--- src/rtl/mod20_step_sequencer_if.sv ---
// Command channel into the mod-20 step sequencer: valid/ready handshake
// carrying a step mode and a step count.
interface mod20_step_sequencer_if #(
  parameter int LEN_W = 8
);
  logic             cmd_valid;
  logic             cmd_ready;
  logic [1:0]       cmd_mode;
  logic [LEN_W-1:0] cmd_len;

  modport master (output cmd_valid, cmd_mode, cmd_len, input cmd_ready);
  modport slave  (input cmd_valid, cmd_mode, cmd_len, output cmd_ready);
endinterface

--- src/rtl/mod20_step_sequencer.sv ---
// Command-driven sequencer for the mod-20 counter: turns queued step commands
// into tick-paced one-cycle S1/S0 pulses and tracks the expected counter value.
//
// state | meaning
// IDLE  | no command loaded
// RUN   | active command issuing its steps
// FIN   | one-cycle completion (done), then next command or IDLE
module mod20_step_sequencer #(
  parameter int DIV   = 50,
  parameter int LEN_W = 8
) (
  input  logic                  clk_50M,
  input  logic                  reset,
  mod20_step_sequencer_if.slave cmd,
  output logic                  S0,
  output logic                  S1,
  output logic                  busy,
  output logic                  done,
  output logic [4:0]            pos
);

  localparam int              PW         = (DIV > 1) ? $clog2(DIV) : 1;
  localparam logic [PW-1:0]   PRESC_LAST = PW'(DIV - 1);
  localparam logic [1:0]      M_UP       = 2'd1;
  localparam logic [1:0]      M_DOWN     = 2'd2;
  localparam logic [1:0]      M_CLEAR    = 2'd3;

  typedef enum logic [1:0] {ST_IDLE, ST_RUN, ST_FIN} state_t;

  state_t           state, state_nxt;
  logic [PW-1:0]    presc;
  logic             tick;
  logic [1:0]       act_mode;
  logic [LEN_W-1:0] act_rem;
  logic             pend_valid;
  logic [1:0]       pend_mode;
  logic [LEN_W-1:0] pend_len;
  logic             pulse;
  logic [1:0]       s_q;
  logic [4:0]       pos_q;

  logic accept, load_slot, take_pend, take_cmd, push_pend, step;

  // CLEAR is a single step regardless of the requested length.
  function automatic logic [LEN_W-1:0] step_count(input logic [1:0] m, input logic [LEN_W-1:0] l);
    return (m == M_CLEAR) ? LEN_W'(1) : l;
  endfunction

  assign tick      = (presc == PRESC_LAST);
  assign accept    = cmd.cmd_valid & ~pend_valid;
  assign load_slot = (state != ST_RUN);
  assign take_pend = load_slot & pend_valid;
  assign take_cmd  = load_slot & ~pend_valid & accept;
  assign push_pend = accept & ~take_cmd;
  assign step      = (state == ST_RUN) & tick & (|act_rem);

  always_ff @(posedge clk_50M) begin
    if (reset) state <= ST_IDLE;
    else       state <= state_nxt;
  end

  always_comb begin
    state_nxt = state;
    case (state)
      ST_IDLE: if (pend_valid | accept) state_nxt = ST_RUN;
      ST_RUN:  if (~(|act_rem) & ~pulse) state_nxt = ST_FIN;
      ST_FIN:  state_nxt = (pend_valid | accept) ? ST_RUN : ST_IDLE;
      default: state_nxt = ST_IDLE;
    endcase
  end

  always_comb begin
    busy          = (state == ST_RUN);
    done          = (state == ST_FIN);
    cmd.cmd_ready = ~pend_valid;
    S0            = s_q[0];
    S1            = s_q[1];
    pos           = pos_q;
  end

  always_ff @(posedge clk_50M) begin
    if (reset) begin
      presc      <= '0;
      act_mode   <= 2'd0;
      act_rem    <= '0;
      pend_valid <= 1'b0;
      pend_mode  <= 2'd0;
      pend_len   <= '0;
      pulse      <= 1'b0;
      s_q        <= 2'b00;
      pos_q      <= 5'd0;
    end else begin
      presc <= tick ? '0 : presc + 1'b1;

      if (push_pend) begin
        pend_valid <= 1'b1;
        pend_mode  <= cmd.cmd_mode;
        pend_len   <= cmd.cmd_len;
      end else if (take_pend) begin
        pend_valid <= 1'b0;
      end

      if (take_pend) begin
        act_mode <= pend_mode;
        act_rem  <= step_count(pend_mode, pend_len);
      end else if (take_cmd) begin
        act_mode <= cmd.cmd_mode;
        act_rem  <= step_count(cmd.cmd_mode, cmd.cmd_len);
      end else if (step) begin
        act_rem <= act_rem - LEN_W'(1);
      end

      // HOLD steps still occupy a pulse slot but drive 00 on the pins.
      pulse <= step;
      s_q   <= step ? act_mode : 2'b00;

      if (pulse) begin
        case (act_mode)
          M_UP:    pos_q <= (pos_q == 5'd19) ? 5'd0 : pos_q + 5'd1;
          M_DOWN:  pos_q <= (pos_q == 5'd0) ? 5'd19 : pos_q - 5'd1;
          M_CLEAR: pos_q <= 5'd0;
          default: ;
        endcase
      end
    end
  end

endmodule

--- src/flat_wrapper.sv ---
// flat-port wrapper written by rule: the top's interface ports become plain ports
module mod20_step_sequencer_flat 
#(
  parameter int DIV   = 50,
  parameter int LEN_W = 8
)
  (clk_50M, reset, S0, S1, busy, done, pos, cmd_cmd_valid, cmd_cmd_mode, cmd_cmd_len, cmd_cmd_ready);
  mod20_step_sequencer_if #(.LEN_W(LEN_W)) cmd_i ();
  input  logic clk_50M;
  input  logic reset;
  output logic S0;
  output logic S1;
  output logic busy;
  output logic done;
  output logic [4:0] pos;
  input wire logic [$bits(cmd_i.cmd_valid)-1:0] cmd_cmd_valid;
  input wire logic [$bits(cmd_i.cmd_mode)-1:0] cmd_cmd_mode;
  input wire logic [$bits(cmd_i.cmd_len)-1:0] cmd_cmd_len;
  output wire logic [$bits(cmd_i.cmd_ready)-1:0] cmd_cmd_ready;
  assign cmd_i.cmd_valid = cmd_cmd_valid;
  assign cmd_i.cmd_mode = cmd_cmd_mode;
  assign cmd_i.cmd_len = cmd_cmd_len;
  assign cmd_cmd_ready = cmd_i.cmd_ready;
  mod20_step_sequencer #(.DIV(DIV), .LEN_W(LEN_W)) u_core (.clk_50M(clk_50M), .reset(reset), .cmd(cmd_i), .S0(S0), .S1(S1), .busy(busy), .done(done), .pos(pos));
endmodule
--- config.mk ---
export PLATFORM = sky130hd
export DESIGN_NAME = mod20_step_sequencer_flat
export DESIGN_NICKNAME = d
export VERILOG_FILES = /design/src/rtl/mod20_step_sequencer_if.sv /design/src/rtl/mod20_step_sequencer.sv /design/src/flat_wrapper.sv
export SDC_FILE = /design/constraint.sdc
export NUM_CORES = 1
export LEC_CHECK = 0
export CAP_MARGIN = 20
export CORE_ASPECT_RATIO = 0.6
export CORE_UTILIZATION = 50
export DETAILED_ROUTE_END_ITERATION = 12
export PLACE_DENSITY = 0.75
export SLEW_MARGIN = 25
export SYNTH_ARGS = -nofsm -noshare
export SYNTH_HDL_FRONTEND = slang
export SYNTH_SLANG_ARGS = --single-unit
export TNS_END_PERCENT = 30
--- constraint.sdc ---
create_clock -name clk_50M -period 1.45 [get_ports clk_50M]
set_input_delay 0.2175 -clock clk_50M [delete_from_list [all_inputs] [get_ports clk_50M]]
set_output_delay 0.2175 -clock clk_50M [all_outputs]
set_load 0.05 [all_outputs]
After elaboration in Yosys (flattened, before gate mapping). Cells that the tools add are included.

Register bits after elaboration: 37. Latch bits: 0. Memory bits (writable): 0. Memory bits (read-only): 0. Word-level logic and storage cells: 67. Memories: 0.

Add/subtract/negate cells: 4. Multipliers: 0. Div/mod/pow operators: 0. $lt $le $gt $ge: 0. Eq/ne operators: 12. Shift operators: 0. Muxes and demuxes: 16. Bitwise operators: 14. Reductions and logical operators: 11.

Operators with widths (number): two-way mux 8 bit (5); one-hot mux 5 bit (3 select lines) (1); == test 2 bit (second input constant) (5); two-way mux 5 bit (2); AND 1 bit (8); two-way mux 2 bit (4); OR reduction 8 bit (1); subtractor 8 x 1 -> 8 bit (second input constant) (1); adder 6 x 1 -> 6 bit (second input constant) (1); == test 6 bit (second input constant) (1); inequality test 2 x 1 -> 1 bit (second input constant) (3); one-hot mux 2 bit (3 select lines) (1); nonzero test 3 bit (2); adder 5 x 1 -> 5 bit (second input constant) (1); == test 5 bit (second input constant) (1); zero test 5 bit (1); inverter 1 bit (5); subtractor 5 x 1 -> 5 bit (second input constant) (1); == test 2 x 1 -> 1 bit (second input constant) (2); AND reduction 2 bit (2); nonzero test 2 bit (2); OR reduction 2 bit (2); two-way mux 1 bit (3); zero test 2 bit (1); OR 1 bit (1).

Longest topological paths before layout. Gate-level depths: netlist of run 1.

Word-level depth: 6. Depth in mapped cells: 8.

Least setup slack after synthesis of run 1. No wires, ideal clock.

Path kind: register -> register. Start: register u_core.pos_q[2], in the netlist u_core.pos[2]. End: register u_core.pos_q[3], in the netlist u_core.pos[3]. Setup time: 74 ps. Data arrival time: 1792 ps. Data required time: 1376 ps. Path slack: -416 ps. Stages on the path, launching flop included: 5. Clock period less this slack: 1866 ps. Path through: dfxtp_1 -> nor2_1 -> a31o_2 -> or4b_1 -> a31oi_1.

Longest elaborated chain between the ends: 3.

Ends and longest elaborated chain: start: declaration (line mod20_step_sequencer.sv:40) `logic [4:0] pos_q;`; start signal: assignment (line mod20_step_sequencer.sv:119) `M_UP: pos_q <= (pos_q == 5'd19) ? 5'd0 : pos_q + 5'd1;`; start signal: assignment (line mod20_step_sequencer.sv:120) `M_DOWN: pos_q <= (pos_q == 5'd0) ? 5'd19 : pos_q - 5'd1;`; subtractor 5 x 1 -> 5 bit, or another cell as far along (line mod20_step_sequencer.sv:120); two-way mux 5 bit, on equally long branches (line mod20_step_sequencer.sv:120, mod20_step_sequencer.sv:119); one-hot mux 5 bit (3 select lines) * (line mod20_step_sequencer.sv:118) `case (act_mode)`.

Every way passes the cells marked *; elsewhere a longest branch is shown, timed or not. A chain may end at the register's enable or synchronous reset.

Final worst setup path of run 1.
Start: register u_core.act_rem[3]. End: register u_core.act_rem[2].

Longest elaborated chain between the ends: 3.

Ends and longest elaborated chain: start: declaration (line mod20_step_sequencer.sv:34) `logic [LEN_W-1:0] act_rem;`; start signal: assignment (line mod20_step_sequencer.sv:105) `act_rem <= step_count(pend_mode, pend_len);`; start signal: assignment (line mod20_step_sequencer.sv:108) `act_rem <= step_count(cmd.cmd_mode, cmd.cmd_len);`; start signal: assignment (line mod20_step_sequencer.sv:110) `act_rem <= act_rem - LEN_W'(1);`; OR reduction 8 bit (line mod20_step_sequencer.sv:55) `assign step = (state == ST_RUN) & tick & (|act_rem);`; AND 1 bit (line mod20_step_sequencer.sv:55); nonzero test 3 bit (no line).

Every way passes these cells.

==> out/results.tsv, run 1 <==
stage	metric	value	unit
timing	final worst slack	-0.193	ns
floorplanning	Die Span Y	51.5	microns
synthesis	post-synth net total	261	
grt	met3 Use GR	8.10	%
floorplanning	I/O pins	23	
synthesis	mux share of post-synthesis cell area	0.551	%
timing	final setup fails	19	
cells_and_area	fin nets	338	
run_status	status	finished, violations left	
cells_and_area	Synth-to-Final Area Change	50.7	%
synthesis	asr flop ratio synth	0	%
grt	grt peak-use layer	met1	
synthesis	Top FF cell, synth	dfxtp_1	
clocking	TritonCTS clock tree	done	
hold_path	min-delay worst type	reg2reg	
grt	Tot GR Track Use	29.7	%
routing	Starting DRT DRC Count	211	
synthesis	xor-xnor portion of the synthesized cell area	2.57	%
grt	number of global-route vias before repair	1988	
power	Switching Share	32.2	%
routing	drt wl/cell	17.6	microns
timing	Clock Skews	0.00536	ns
floorplanning	site row count	17	
timing	minimum hold slack	0.463	ns
setup_path	critical path data arrival time	1.81	ns
placed_design	gp weighted congestion	0.929	
placed_design	PortBufs	22	
setup_path	CP Capture Type	register	
synthesis	main combinational cell family by area after synthesis	compound AO/OA/AOI/OAI gates	
cells_and_area	most common cell after layout, fill and taps aside	buf_4	
setup_path	Crit Path Category	reg2reg	
timing	final hold violation count	0	
clocking	Worst-Skew Late Latency	0.29	ns
placed_design	Placement Cell Area	0.00276	sq mm
grt	grt met1 use	45.6	%
placed_design	dpl hpwl	4.45	mm
synthesis	Adder-Cell Fraction of Synth Area	3.67	%
setup_path	CP Launch Type	register	
timing	fmax	609	MHz
grt	GR Util met2	40.5	%
setup_path	Worst EP required	1.62	ns
routing	DRT Wirelength	6.44	mm
power	Comb pwr share	34.9	%
synthesis	Post-Syn Area	0.00204	sq mm
synthesis	synth unique cells	53	
power	Clock Power Share	23.8	%
routing	DR pass1 iterations	9	
floorplanning	die area	0.00436	sq mm
power	NetSw	905	uW
grt	first-pass GRT wire length	9.86	mm
cells_and_area	register area	764	sq um
clocking	CTS H-tree depth	2	
power	sequential share of power	41.3	%
clocking	Max Root-Sink Buffers	2	
floorplanning	core area	0.00379	sq mm
clocking	CTS Sinks	37	
synthesis	Syn Inst Count	242	
timing	RSZ-0062 raised after global routing	yes	
power	Design Power	2810	uW
cells_and_area	ANT cells	0	
timing	minimum clock period	1.64	ns
grt	initial antenna violation count	0	
power	Int Power	1900	uW
cells_and_area	FILL cells	234	
clocking	clock root buffer master	clkbuf_8	
timing	Pins Over Slew Limit	0	
run_status	failing checks	design-rule violations, negative setup slack	
synthesis	Yosys reg bits	37	
flow_run	max-cap viol count	0	
synthesis	Post-Synth Simple-Gate Area	24.1	%
cells_and_area	multi-input logic area	0.00137	sq mm
timing	Max-slew headroom	77.4	%
grt	largest net degree at the start of global routing	17	
power	static leakage	0.00119	uW
clocking	TritonCTS Buffers	5	
synthesis	Synth Warn #	0	
cells_and_area	most frequent cells in the layout	buf_4, nand2_1, dfxtp_1	
timing	Slew @ Worst Pin	0.336	ns
routing	Avg Vias per Cell	6.08	
grt	GRT overflow	0	
power	peak supply drop	648	uV
setup_path	Max FO, Critical Path	8	
cells_and_area	layout cells sized above 1	40.8	%
cells_and_area	design area	0.00308	sq mm
synthesis	Seq/Total Area, Yosys	36.2	%
synthesis	syn avg cell area	8.45	sq um
routing	DRC Markers	2	
synthesis	Post-synth EDFFs	0	
routing	Routed Antenna Nets	0	
power	Pwr per Cell Area	911	mW/mm^2
timing	period utilisation layout	113	%
floorplanning	Die Span X	84.6	microns
routing	DR vias	2225	
floorplanning	starting density of the core	54.0	%
clocking	clk slew on worst S/H paths	0.07	ns
synthesis	post-synthesis compound-gate area fraction	27.0	%
[area by class of cell]
| cell class | instances | area share (%) |
|---|---|---|
| Timing Repair Buffer | 85 | 25.4 |
| Tap cell | 47 | 1.91 |
| Clock buffer | 6 | 2.35 |
| Inverter | 8 | 0.974 |
| Sequential cell | 37 | 24.8 |
| Multi-Input combinational cell | 182 | 44.4 |
| Clock inverter | 1 | 0.122 |
[synth_stat cells, drive strengths merged, types with 2 or more instances]
| master | number | area (sq um) |
|---|---|---|
| o21a | 2 | 15.0 |
| ha | 6 | 75.1 |
| a311oi | 19 | 166 |
| a211oi | 2 | 15.0 |
| or4 | 2 | 22.5 |
| or3 | 2 | 13.8 |
| nor2 | 18 | 67.6 |
| and3 | 2 | 12.5 |
| and2 | 4 | 25.0 |
| clkbuf | 10 | 57.6 |
| nand3 | 5 | 25.0 |
| o311ai | 2 | 17.5 |
| a31oi | 2 | 12.5 |
| nand2b | 3 | 21.3 |
| a211o | 6 | 53.8 |
| dfxtp | 37 | 741 |
| o211ai | 5 | 37.5 |
| buf | 5 | 32.5 |
| nor4 | 2 | 18.8 |
| nand2 | 34 | 128 |
| nor2b | 6 | 37.5 |
| xor2 | 3 | 26.3 |
| inv | 8 | 30.0 |
| a31o | 4 | 43.8 |
| or2 | 2 | 12.5 |
| o21ai | 10 | 50.1 |
| a21oi | 17 | 85.1 |
| nor3 | 6 | 40.0 |
| xnor2 | 3 | 26.3 |
[sequential cells by signal (all words and copies together), names as in the netlist]
signal and count:
u_core.pend_valid 1, u_core.pulse 1, u_core.state 2, u_core.s_q 2, u_core.pos 5, u_core.presc 6
u_core.pend_mode 2, u_core.act_rem 8, u_core.act_mode 2, u_core.pend_len 8
[worst max-delay path, stage by stage (launching register included)]
cell      delay, ns
dfxtp_2        0.36
nor4_4         0.30
nand3_2        0.20
a31o_4         0.31
a311oi_2       0.35
[worst paths after layout]
| path | from | to | slack, ns | depth (start not counted) |
|---|---|---|---|---|
| worst max register to register | u_core.act_rem[3] | u_core.act_rem[2] | -0.19 | 4 |
| worst max-delay path | u_core.act_rem[3] | u_core.act_rem[2] | -0.19 | 4 |
| worst min register to register | u_core.pend_len[1] | u_core.pend_len[1] | 0.46 | 2 |
| worst min-delay path | u_core.pend_len[1] | u_core.pend_len[1] | 0.46 | 2 |
[through the flow]
| stage | setup WS, ns | setup TNS, ns | std cells | utilization (%) |
|---|---|---|---|---|
| final | -0.193 | -1.34 | 366 | 81.4 |
| after CTS | -0.149 | -1.28 | 365 | 77.7 |
| after floorplan | -0.0877 | -0.419 | 242 | - |
| after global placement | -0.423 | -3.88 | 352 | 72.8 |
| after global routing | -0.291 | -3.06 | 366 | 81.4 |
| after detailed placement | -0.443 | -4.52 | 352 | 72.8 |
[power by group through the flow]
stage	clock (uW)	sequential, uW	combinational (uW)
floorplan	0	1150	473
global placement	0	1160	806
detailed placement	0	1170	813
CTS	679	1150	906
global route	731	1170	1040
finish	669	1160	979
[cells by family after synthesis]
| family | after synthesis |
|---|---|
| AOI/OAI and AO/OA | 75 |
| xor gates and xnor gates | 6 |
| buffers and inverters | 23 |
| muxes | 1 |
| adders and majority gates | 6 |
| and+or+nand+nor | 94 |
| DFF | 37 |
[layer usage]
metal  wire [microns]  part of all wire, %
met5                0                    0
met4               63                 0.98
met3              573                  8.9
met2             2670                   42
met1             3130                   49
[what timing repair did]
action                     4_1_cts  5_1_grt
setup buffers                    6        0
pin swaps                        8       12
hold buffers                     0        0
setup endpoints to repair       17       33
gates resized for setup         20       29
gates cloned                     0        1
No activity file was read; power rests on OpenSTA's default activity.
==> inputs of run 2 (changes only) <==
--- a/config.mk
+++ b/config.mk
@@ -5,11 +5,14 @@
 export SDC_FILE = /design/constraint.sdc
 export NUM_CORES = 1
 export LEC_CHECK = 0
+export ABC_AREA = 1
 export CAP_MARGIN = 20
 export CORE_ASPECT_RATIO = 0.6
-export CORE_UTILIZATION = 50
+export CORE_UTILIZATION = 51
 export DETAILED_ROUTE_END_ITERATION = 12
-export PLACE_DENSITY = 0.75
+export PLACE_DENSITY = 0.76
+export RECOVER_POWER = 50
+export SETUP_SLACK_MARGIN = 0.1
 export SLEW_MARGIN = 25
 export SYNTH_ARGS = -nofsm -noshare
 export SYNTH_HDL_FRONTEND = slang
==> out/results.tsv, run 2 <==
stage	metric	value	unit	change
run_status	status	complete, no violations		
cells_and_area	Top Registers	u_core.act_rem: 8 flops, u_core.pend_len: 8 flops, u_core.presc: 6 flops		
routing	DRC Markers	0		-2
grt	GRT overflow	0		unchanged
flow_run	max-cap viol count	0		unchanged
routing	Starting DRT DRC Count	171		-19%
grt	first-pass GRT wire length	8.36	mm	-15%
synthesis	Post-Syn Area	0.00213	sq mm	+4.2%
cells_and_area	layout cells sized above 1	28.6	%	-12 points
synthesis	Post-synth EDFFs	0		unchanged
synthesis	Top FF cell, synth	dfxtp_1		
floorplanning	I/O pins	23		unchanged
setup_path	Worst EP required	1.63	ns	about the same
setup_path	Worst R2R Path Depth	7		+3
timing	Max-slew headroom	76.8	%	-0.59 points
placed_design	gp weighted congestion	0.869		-6.4%
setup_path	Crit Path Category	in2reg		
floorplanning	site row count	17		unchanged
synthesis	most frequent cell after synthesis	nor2_1		
grt	initial antenna violation count	0		unchanged
hold_path	Worst Hold Depth	2		unchanged
synthesis	Synth Warn #	0		unchanged
timing	Pins Over Slew Limit	0		unchanged
clocking	CTS Sinks	37		unchanged
power	peak supply drop	733	uV	+13%
cells_and_area	ANT cells	0		unchanged
timing	fmax	727	MHz	+19%
clocking	Worst-Skew Late Latency	0.29	ns	about the same
synthesis	Yosys reg bits	37		unchanged
timing	period utilisation layout	94.9	%	-18 points
routing	DR vias	2156		-3.1%
setup_path	reg2reg start	u_core.pos[2]		
clocking	CTS Hold Bufs	0		unchanged
routing	drt wl/cell	13.9	microns	-21%
synthesis	post-synth net total	325		+25%
hold_path	hold path startpoint	u_core.presc[4]		
placed_design	pre-CTS setup slack	-0.165	ns	+0.278 ns
setup_path	worst r2r dst	u_core.pos[4]		
synthesis	asr flop ratio synth	0	%	unchanged
cells_and_area	most common cell after layout, fill and taps aside	nor2_1		
timing	final worst slack	0.0744	ns	+0.267 ns
timing	Clock Skews	0.00322	ns	-0.00214 ns
synthesis	Seq/Total Area, Yosys	34.8	%	-1.5 points
power	static leakage	0.00126	uW	+6.0%
clocking	TritonCTS Buffers	5		unchanged
setup_path	Crit path largest cell delay	0.49	ns	+0.13 ns
routing	Routed Antenna Nets	0		unchanged
cells_and_area	most frequent cells in the layout	nor2_1, nand2_1, inv_1		
floorplanning	Die Span Y	52.1	microns	+1.0%
floorplanning	die area	0.00445	sq mm	+2.1%
setup_path	Bufs and invs on worst path	4		+4
cells_and_area	Finished Layout Cells	400		+9.3%
grt	number of global-route vias before repair	1839		-7.5%
cells_and_area	design area	0.00284	sq mm	-7.9%
cells_and_area	FILL cells	286		+22%
routing	DR pass1 iterations	5		-4
synthesis	post-synth top area share	34.8	%	-1.5 points
synthesis	Yosys top cell by area	dfxtp_1		
placed_design	dpl hpwl	3.71	mm	-17%
timing	minimum clock period	1.38	ns	-0.267 ns
grt	largest net degree at the start of global routing	22		+5
synthesis	synth unique cells	35		-34%
timing	final hold violation count	0		unchanged
grt	Tot GR Track Use	25.0	%	-4.7 points
clocking	CTS H-tree depth	2		unchanged
floorplanning	starting density of the core	55.7	%	+1.7 points
timing	RSZ-0062 raised after global routing	yes		
power	Pwr per Cell Area	1100	mW/mm^2	+21%
placed_design	Placement Cell Area	0.00260	sq mm	-5.6%
placed_design	PortBufs	22		unchanged
clocking	clk slew on worst S/H paths	0.07	ns	about the same
hold_path	min-delay worst type	reg2reg		
setup_path	CP Capture Type	register		
synthesis	syn avg cell area	6.96	sq um	-18%
routing	Avg Vias per Cell	5.39		-11%
setup_path	CP max-delay cell	clkdlybuf4s50_1		
clocking	Max Root-Sink Buffers	2		unchanged
routing	DRT Wirelength	5.57	mm	-13%
setup_path	Max FO, Critical Path	3		-5
setup_path	critical path, cell by cell	clkdlybuf4s50_1, buf_4, nor2_1, nor2_4, clkinv_4, buf_4, a21oi_2, a21oi_1		
floorplanning	core area	0.00383	sq mm	+1.1%
setup_path	most frequent CP cell	buf_4		
power	Design Power	3120	uW	+11%
synthesis	Syn Inst Count	306		+26%
setup_path	CP Launch Type	input pin		
floorplanning	Die Span X	85.4	microns	+1.1%
setup_path	Top delay family on crit path	buffers and inverters		
setup_path	R2R Setup Slk	0.10	ns	+0.29 ns
clocking	TritonCTS clock tree	done		
clocking	clock root buffer master	clkbuf_8		
cells_and_area	fin nets	371		+9.8%
synthesis	Post-synth top cells	nor2_1, nand2_1, inv_1, dfxtp_1, o21ai_0		
setup_path	critical path data arrival time	1.55	ns	-0.26 ns
placed_design	placed insts	384		+9.1%
synthesis	synth top area cells	dfxtp_1, nor2_1, nand2_1, inv_1, o21ai_0		
cells_and_area	Synth-to-Final Area Change	33.2	%	
timing	Slew @ Worst Pin	0.348	ns	+0.0120 ns
hold_path	Endpoint, Worst Hold	u_core.presc[4]		
timing	final setup fails	0		-19
timing	TNS Setup	0	ns	+1.34 ns
==> run 2: changes by cell type after synthesis, moves of 7 or more <==
cell      before  now
clkbuf_1       8    1
o21ai_0       10   21
nand2_1       34   43
nand3_1        5   17
nor2_1        18   50
inv_1          8   41
a311oi_1      19    0
o21ai_1        0   12
==> run 2: tightest hold or removal path, stage by stage (launching register included) <==
cell	delay (ns)
dfxtp_2	0.34
nand2_1	0.06
a21oi_1	0.05
==> run 2: worst max-delay path by stage <==
stage,from,end,cells after the start
final,cmd_cmd_valid,u_core.act_rem[7],8
after global routing,u_core.pos[1],u_core.pos[3],9
after CTS,u_core.state[1],u_core.act_rem[2],10
after detailed placement,cmd_cmd_valid,u_core.act_rem[5],10
after global placement,cmd_cmd_valid,u_core.act_rem[6],10
after floorplan,u_core.pos[0],u_core.pos[4],7
==> run 2: area by class of cell <==
class | instances | area [sq um] | share of cell area [%]
Clock buffer | 7 | 96.3 | 3.39
Clock inverter | 1 | 5.00 | 0.176
Inverter | 48 | 193 | 6.79
Multi-Input combinational cell | 215 | 1260 | 44.3
Sequential cell | 37 | 756 | 26.6
Tap cell | 47 | 58.8 | 2.07
Timing Repair Buffer | 45 | 473 | 16.7
==> run 2: metrics by stage <==
step | util [%] | hold WS (ns)
final | 74.2 | 0.497
after global routing | 74.2 | 0.506
after CTS | 71.1 | 0.501
after detailed placement | 67.9 | 0.484
after global placement | 67.9 | 0.478
after floorplan | - | 0.352
==> run 2: power by group <==
| group | leakage (uW) | total, uW | switching, uW | internal (uW) |
|---|---|---|---|---|
| sequential | 0.000307 | 1250 | 129 | 1120 |
| clock | 0.0000542 | 805 | 375 | 430 |
| combinational | 0.000897 | 1060 | 628 | 435 |
==> run 2: cell families after synthesis <==
| family | after synthesis | share of synthesized area [%] |
|---|---|---|
| XOR/XNOR | 6 | 2.47 |
| adder cells (fa/ha/maj) | 6 | 3.52 |
| flip-flops | 37 | 34.8 |
| AO/OA/AOI/OAI | 58 | 14.6 |
| buffers and inverters | 55 | 11.3 |
| AND/OR/NAND/NOR | 144 | 33.4 |
==> run 2: layer usage <==
metal	vias to the layer above	track usage (%)	part of all wire (%)
li1	1069	-	-
met1	970	36.9	49
met2	109	36.1	41
met3	8	6.19	8.3
met4	0	6.67	1.2
met5	-	0	0
==> run 2: what timing repair did <==
item	in CTS	in global routing
gates cloned	0	1
endpoints found under the setup margin	8	16
pin swaps	1	8
endpoints found under the hold margin	0	0
setup buffers	1	6
gates resized for setup	5	27
==> inputs of run 3 (changes only) <==
--- a/config.mk
+++ b/config.mk
@@ -8,12 +8,13 @@
 export ABC_AREA = 1
 export CAP_MARGIN = 20
 export CORE_ASPECT_RATIO = 0.6
+export CORE_MARGIN = 2
 export CORE_UTILIZATION = 51
 export DETAILED_ROUTE_END_ITERATION = 12
 export PLACE_DENSITY = 0.76
 export RECOVER_POWER = 50
 export SETUP_SLACK_MARGIN = 0.1
-export SLEW_MARGIN = 25
+export SLEW_MARGIN = 20
 export SYNTH_ARGS = -nofsm -noshare
 export SYNTH_HDL_FRONTEND = slang
 export SYNTH_SLANG_ARGS = --single-unit
==> out/results.tsv, run 3 (synthesis results as in run 2) <==
stage	metric	value	unit	change
cells_and_area	ANT cells	0		unchanged
power	Pwr per Cell Area	1070	mW/mm^2	-2.5%
setup_path	CP Launch Type	register		
routing	Routed Antenna Nets	0		unchanged
hold_path	min-delay worst type	in2reg		
setup_path	critical path data arrival time	1.54	ns	about the same
clocking	Worst-Skew Late Latency	0.30	ns	about the same
clocking	CTS Sinks	37		unchanged
setup_path	Worst EP required	1.64	ns	about the same
placed_design	pre-CTS setup slack	-0.179	ns	-0.0143 ns
power	peak supply drop	514	uV	-30%
cells_and_area	most frequent cells in the layout	nor2_1, nand2_1, inv_1		
grt	initial antenna violation count	0		unchanged
timing	fmax	740	MHz	+1.8%
timing	Clock Skews	0.00355	ns	+0.000324 ns
routing	DR vias	2117		-1.8%
setup_path	Max FO, Critical Path	7		+4
floorplanning	die area	0.00473	sq mm	+6.3%
timing	final worst slack	0.0992	ns	+0.0248 ns
setup_path	reg2reg start	u_core.presc[2]		
cells_and_area	fin nets	377		+1.6%
timing	period utilisation layout	93.2	%	-1.7 points
clocking	clk slew on worst S/H paths	0.08	ns	about the same
setup_path	critical path, cell by cell	nor2_2, nand3_4, nor2_4, nand2_4, nand2_8, buf_6, nand2_2, nor2_2, nor2_1		
timing	Pins Over Slew Limit	0		unchanged
routing	DRT Wirelength	5.82	mm	+4.5%
clocking	Max Root-Sink Buffers	2		unchanged
clocking	CTS Hold Bufs	0		unchanged
floorplanning	starting density of the core	52.6	%	-3.1 points
clocking	TritonCTS clock tree	done		
cells_and_area	Top Registers	u_core.act_rem: 8 flops, u_core.pend_len: 8 flops, u_core.presc: 6 flops		
grt	largest net degree at the start of global routing	22		unchanged
routing	Avg Vias per Cell	5.18		-4.0%
cells_and_area	most common cell after layout, fill and taps aside	nor2_1		
clocking	clock root buffer master	clkbuf_8		
timing	Slew @ Worst Pin	0.337	ns	-0.0110 ns
setup_path	Crit Path Category	reg2reg		
power	Switching Share	36.0	%	-0.25 points
floorplanning	I/O pins	23		unchanged
cells_and_area	design area	0.00301	sq mm	+5.9%
routing	DR pass1 iterations	4		-1
grt	number of global-route vias before repair	1825		-0.76%
timing	TNS Setup	0	ns	unchanged
power	static leakage	0.00132	uW	+4.6%
timing	RSZ-0062 raised after global routing	yes		
power	sequential share of power	38.7	%	-1.4 points
timing	minimum clock period	1.35	ns	-0.0248 ns
run_status	status	complete, no violations		
floorplanning	site row count	18		+1
cells_and_area	Synth-to-Final Area Change	41.2	%	
cells_and_area	FILL cells	294		+2.8%
placed_design	PortBufs	22		unchanged
power	Clock Power Share	25.3	%	-0.5 points
routing	drt wl/cell	14.2	microns	+2.2%
setup_path	Critical Path Start	u_core.presc[2]		
hold_path	hold path startpoint	cmd_cmd_valid		
timing	final hold violation count	0		unchanged
power	Comb pwr share	36.0	%	+1.9 points
power	NetSw	1160	uW	+2.6%
setup_path	CP max-delay cell	dfxtp_2		
grt	Tot GR Track Use	24.8	%	-0.23 points
setup_path	CP Capture Type	register		
placed_design	gp weighted congestion	0.822		-5.4%
clocking	CTS H-tree depth	2		unchanged
setup_path	most frequent CP cell	nor2_2		
grt	GRT overflow	0		unchanged
routing	Starting DRT DRC Count	145		-15%
timing	minimum hold slack	0.395	ns	-0.102 ns
flow_run	max-cap viol count	0		unchanged
power	Int Power	2060	uW	+3.7%
setup_path	Top delay family on crit path	simple AND/OR/NAND/NOR gates		
grt	first-pass GRT wire length	8.78	mm	+5.0%
cells_and_area	layout cells sized above 1	34.3	%	+5.6 points
placed_design	dpl hpwl	3.96	mm	+6.8%
timing	final setup fails	0		unchanged
floorplanning	Die Span X	87.4	microns	+2.3%
floorplanning	Die Span Y	54.1	microns	+3.8%
setup_path	Crit path largest cell delay	0.34	ns	-0.15 ns
clocking	TritonCTS Buffers	5		unchanged
timing	Max-slew headroom	77.4	%	+0.68 points
routing	DRC Markers	0		unchanged
floorplanning	core area	0.00405	sq mm	+5.9%
placed_design	Placement Cell Area	0.00267	sq mm	+2.5%
setup_path	Bufs and invs on worst path	1		-3
-- run 3: cell types whose count changed in the layout (fill, tap and decap cells not counted), sizes merged --
cell           change
buf               +10
dlymetal6s2s       +1
nand2              -1
clkbuf             -3
clkdlybuf4s50      -1
-- run 3: worst paths after layout --
| check | end | slack [ns] | cells after the start |
|---|---|---|---|
| max | u_core.act_rem[3] | 0.1 | 9 |
| min | u_core.pend_valid | 0.39 | 4 |
| max reg2reg | u_core.act_rem[3] | 0.1 | 9 |
| min reg2reg | u_core.presc[3] | 0.51 | 2 |
-- run 3: stage by stage --
step | cells | total power (uW) | utilization, %
2_1_floorplan | 306 | 1930 | -
3_3_place_gp | 395 | 2240 | 65.7
3_5_place_dp | 395 | 2270 | 65.7
4_1_cts | 403 | 3130 | 69.3
5_1_grt | 409 | 3390 | 74.2
6_report | 409 | 3220 | 74.2
-- run 3: power by group through the flow --
stage	logic, uW	registers, uW	clock network [uW]
after floorplan	707	1230	0
after detailed placement	1020	1250	0
after global routing	1270	1260	860
final	1160	1250	813
after global placement	990	1240	0
after CTS	1080	1230	818
-- run 3: what timing repair did --
| item | 4_1_cts | 5_1_grt |
|---|---|---|
| gates resized for setup | 13 | 45 |
| cloned | 0 | 0 |
| endpoints found under the setup margin | 10 | 15 |
| pin swaps | 2 | 21 |
| setup buffers | 0 | 6 |
-- run 3: metal layers --
metal,global-route usage [%],wire [microns],vias up
li1,-,-,1084
met1,35.7,2890,966
met2,36.2,2530,60
met3,5.83,355,7
met4,8.72,53,0
met5,0,0,-
-- run 3: cell type report --
class                      count  area (sq um)  share of cell area [%]
multi-input combinational    214          1330                    44.1
sequential                    37           766                    25.5
timing repair buffer          52           556                    18.5
inverter                      48           198                    6.57
clock buffer                   7          96.3                    3.20
tap                           50          62.6                    2.08
clock inverter                 1          5.00                   0.166
-- run 3: tightest hold or removal path, cell delays in order --
cell            delay (ns)
dlymetal6s2s_1        0.14
nor2_2                0.08
buf_4                 0.14
nor2_1                0.09
==> edit (flow settings as in run 1) <==
Reset style: asynchronous (`reset`), changed in 2 clocked blocks.
--- a/src/rtl/mod20_step_sequencer.sv
+++ b/src/rtl/mod20_step_sequencer.sv
@@ -56,3 +56,3 @@
 
-  always_ff @(posedge clk_50M) begin
+  always_ff @(posedge clk_50M or posedge reset) begin
     if (reset) state <= ST_IDLE;
@@ -80,3 +80,3 @@
 
-  always_ff @(posedge clk_50M) begin
+  always_ff @(posedge clk_50M or posedge reset) begin
     if (reset) begin
Behaviour: differs if reset is asserted again (counterexample within 4 cycles, from zero or initial values and one cycle with reset high); with reset held inactive, the same outputs for 10 cycles.
==> edit against run 1 <==
- the run ends with setup timing left
- critical path type unchanged
- via count is 6.2% lower
- area after synthesis is 2.0% lower
- cell count decreased by 10%
- sequential cell count unchanged
- worst setup slack lost 0.093 ns
- final area grew 2.5%
- routed wire length increased by 5.6%
- non-clock buffer count fell by 5
- critical endpoint is now u_core.act_rem[7]
- maximum frequency decreased by 5.4%
Power is not compared: it rests on default switching activity, and its combinational part moved more than twofold at a synthesized area within 25%.
==> edit: results (changes against run 1) <==
| Metric | Value |
|---|---|
| Sequential area share after synthesis | `0.462 (was 0.362)` |
| Multiplexer fraction of the synthesized cell area | `0.0662 (was 0.00551)` |
| Met2 wire length | `3130 um (was 2670 um)` |
| Post-Place Setup Slack | `-0.435 ns (was -0.443 ns)` |
| Detailed-route wire length per cell | `20.7 um (was 17.6 um)` |
| Iteration-0 DRC Markers | `187 (was 211)` |
| Number of global-route vias before repair | `1,967 (was 1,988)` |
| Synthesized netlist net count | `215 (was 261)` |
| Most frequently used flop master after synthesis | `dfrtp_1 (was dfxtp_1)` |
| Number of failing setup endpoints in the final timing report | `28 (was 19)` |
| Standard cell area after detailed placement | `0.00277 mm2 (was 0.00276 mm2)` |
| Cell variety after synth | `50 (was 53)` |
| Share of the synthesized area in compound gates (AO/OA/AOI/OAI) | `0.199 (was 0.270)` |
| Worst path arrival time | `1.90 ns (was 1.81 ns)` |
| Kind of path behind the tightest hold check | `input pin to async pin (was flip-flop to flip-flop)` |
| Met3 usage | `0.0808 (was 0.0810)` |
| Violations in the final reports | `setup timing (was DRC, setup timing)` |
| Wire length on met1 | `2860 um (was 3130 um)` |
| Top cells by area, synth | `dfrtp_1 (46%), mux2_2 (5.6%), a21oi_1 (4.2%) (was dfxtp_1 (36%), a311oi_1 (8.1%), nand2_1 (6.2%))` |
| Filler cell count | `170 (was 234)` |
| Setup TNS Final | `-3.31 ns (was -1.34 ns)` |
| Placed instance count | `311 (was 352)` |
| Total Nets Final | `299 (was 338)` |
| Layout cell share with drive strength beyond 1 | `0.456 (was 0.408)` |
| Run status | `finished, violations left (unchanged)` |
| Overall global routing resource usage | `0.317 (was 0.297)` |
| Async SR Flop Fraction | `1.00 (was 0)` |
| Gp weighted congestion | `0.989 (was 0.929)` |
| Sum of routed wire length over all layers | `6790 um (was 6440 um)` |
| Maximum number of pins on one net before global-route repair | `38 (was 17)` |
| Depth of the most critical reg-to-reg path | `6 (was 4)` |
| Final setup skew | `0.0119 ns (was 0.00536 ns)` |
| Residual DRC | `0 (was 2)` |
| Critical Path Fanout Max | `7 (was 8)` |
| Routing usage on met1 | `0.423 (was 0.456)` |
| PnR worst setup slack | `-0.286 ns (was -0.193 ns)` |
| Drt first pass iters | `7 (was 9)` |
| Cell types with the highest counts after synthesis | `dfrtp_1 (37), nor2_1 (19), a21oi_1 (17) (was dfxtp_1 (37), nand2_1 (34), a311oi_1 (19))` |
| Worst Tran Pin Value | `0.380 ns (was 0.336 ns)` |
| Post-synthesis to final-layout area growth | `57.7% (was 50.7%)` |
| Placed wire-length estimate after detailed placement | `4020 um (was 4450 um)` |
| Met3 routed WL | `597 um (was 573 um)` |
| Setup crit start | `u_core.act_rem[3] (unchanged)` |
| Met2 GRT Util | `0.511 (was 0.405)` |
| IR Drop Worst-Case VDD | `around 1400 uV` |
[edit: path summary, 6_finish.rpt]
path	to	slack (ns)
min in group clk_50M	u_core.pend_len[2]	0.52
min	u_core.s_q[0]	0.27
max	u_core.act_rem[7]	-0.29
max in group asynchronous	u_core.pos[3]	0.98
max reg2reg	u_core.act_rem[7]	-0.29
min reg2reg	u_core.pend_len[2]	0.52
[edit: layout make-up]
| class | count | area share |
|---|---|---|
| inverter | 12 | 0.0166 |
| clock buffer | 6 | 0.0230 |
| sequential | 37 | 0.296 |
| clock inverter | 2 | 0.00317 |
| timing repair buffer | 80 | 0.254 |
| multi-input combinational | 144 | 0.389 |
| tap | 47 | 0.0186 |
[edit: critical path, stage by stage, from the launching register on]
cell,delay [ns]
dfrtp_2,0.45
nor4_4,0.34
nand3_2,0.17
buf_6,0.16
a21o_4,0.26
a21oi_2,0.15
a311oi_1,0.06
[edit: cell families (layout without fill, tap and decap cells)]
group	count (synthesis)	in the layout
muxes	12	12
AOI/OAI and AO/OA	58	58
DFF	37	37
adders and majority gates	6	6
and+or+nand+nor	63	63
buffers and inverters	15	100
xor gates and xnor gates	5	5
[edit: power by group through the flow]
| stage | Sequential (mW) | Combinational [mW] | Clock [mW] |
|---|---|---|---|
| CTS | 1.64 | 2.77 | 0.699 |
| floorplan | 1.55 | 1.43 | 0 |
| detailed placement | 1.63 | 2.32 | 0 |
| global placement | 1.62 | 2.22 | 0 |
| finish | 1.71 | 3.24 | 0.725 |
| global route | 1.72 | 3.39 | 0.766 |
[edit: what timing repair did]
item | CTS | global route
resized for setup | 35 | 25
endpoints found under the setup margin | 25 | 31
pin swaps | 6 | 5
setup buffers | 5 | 4
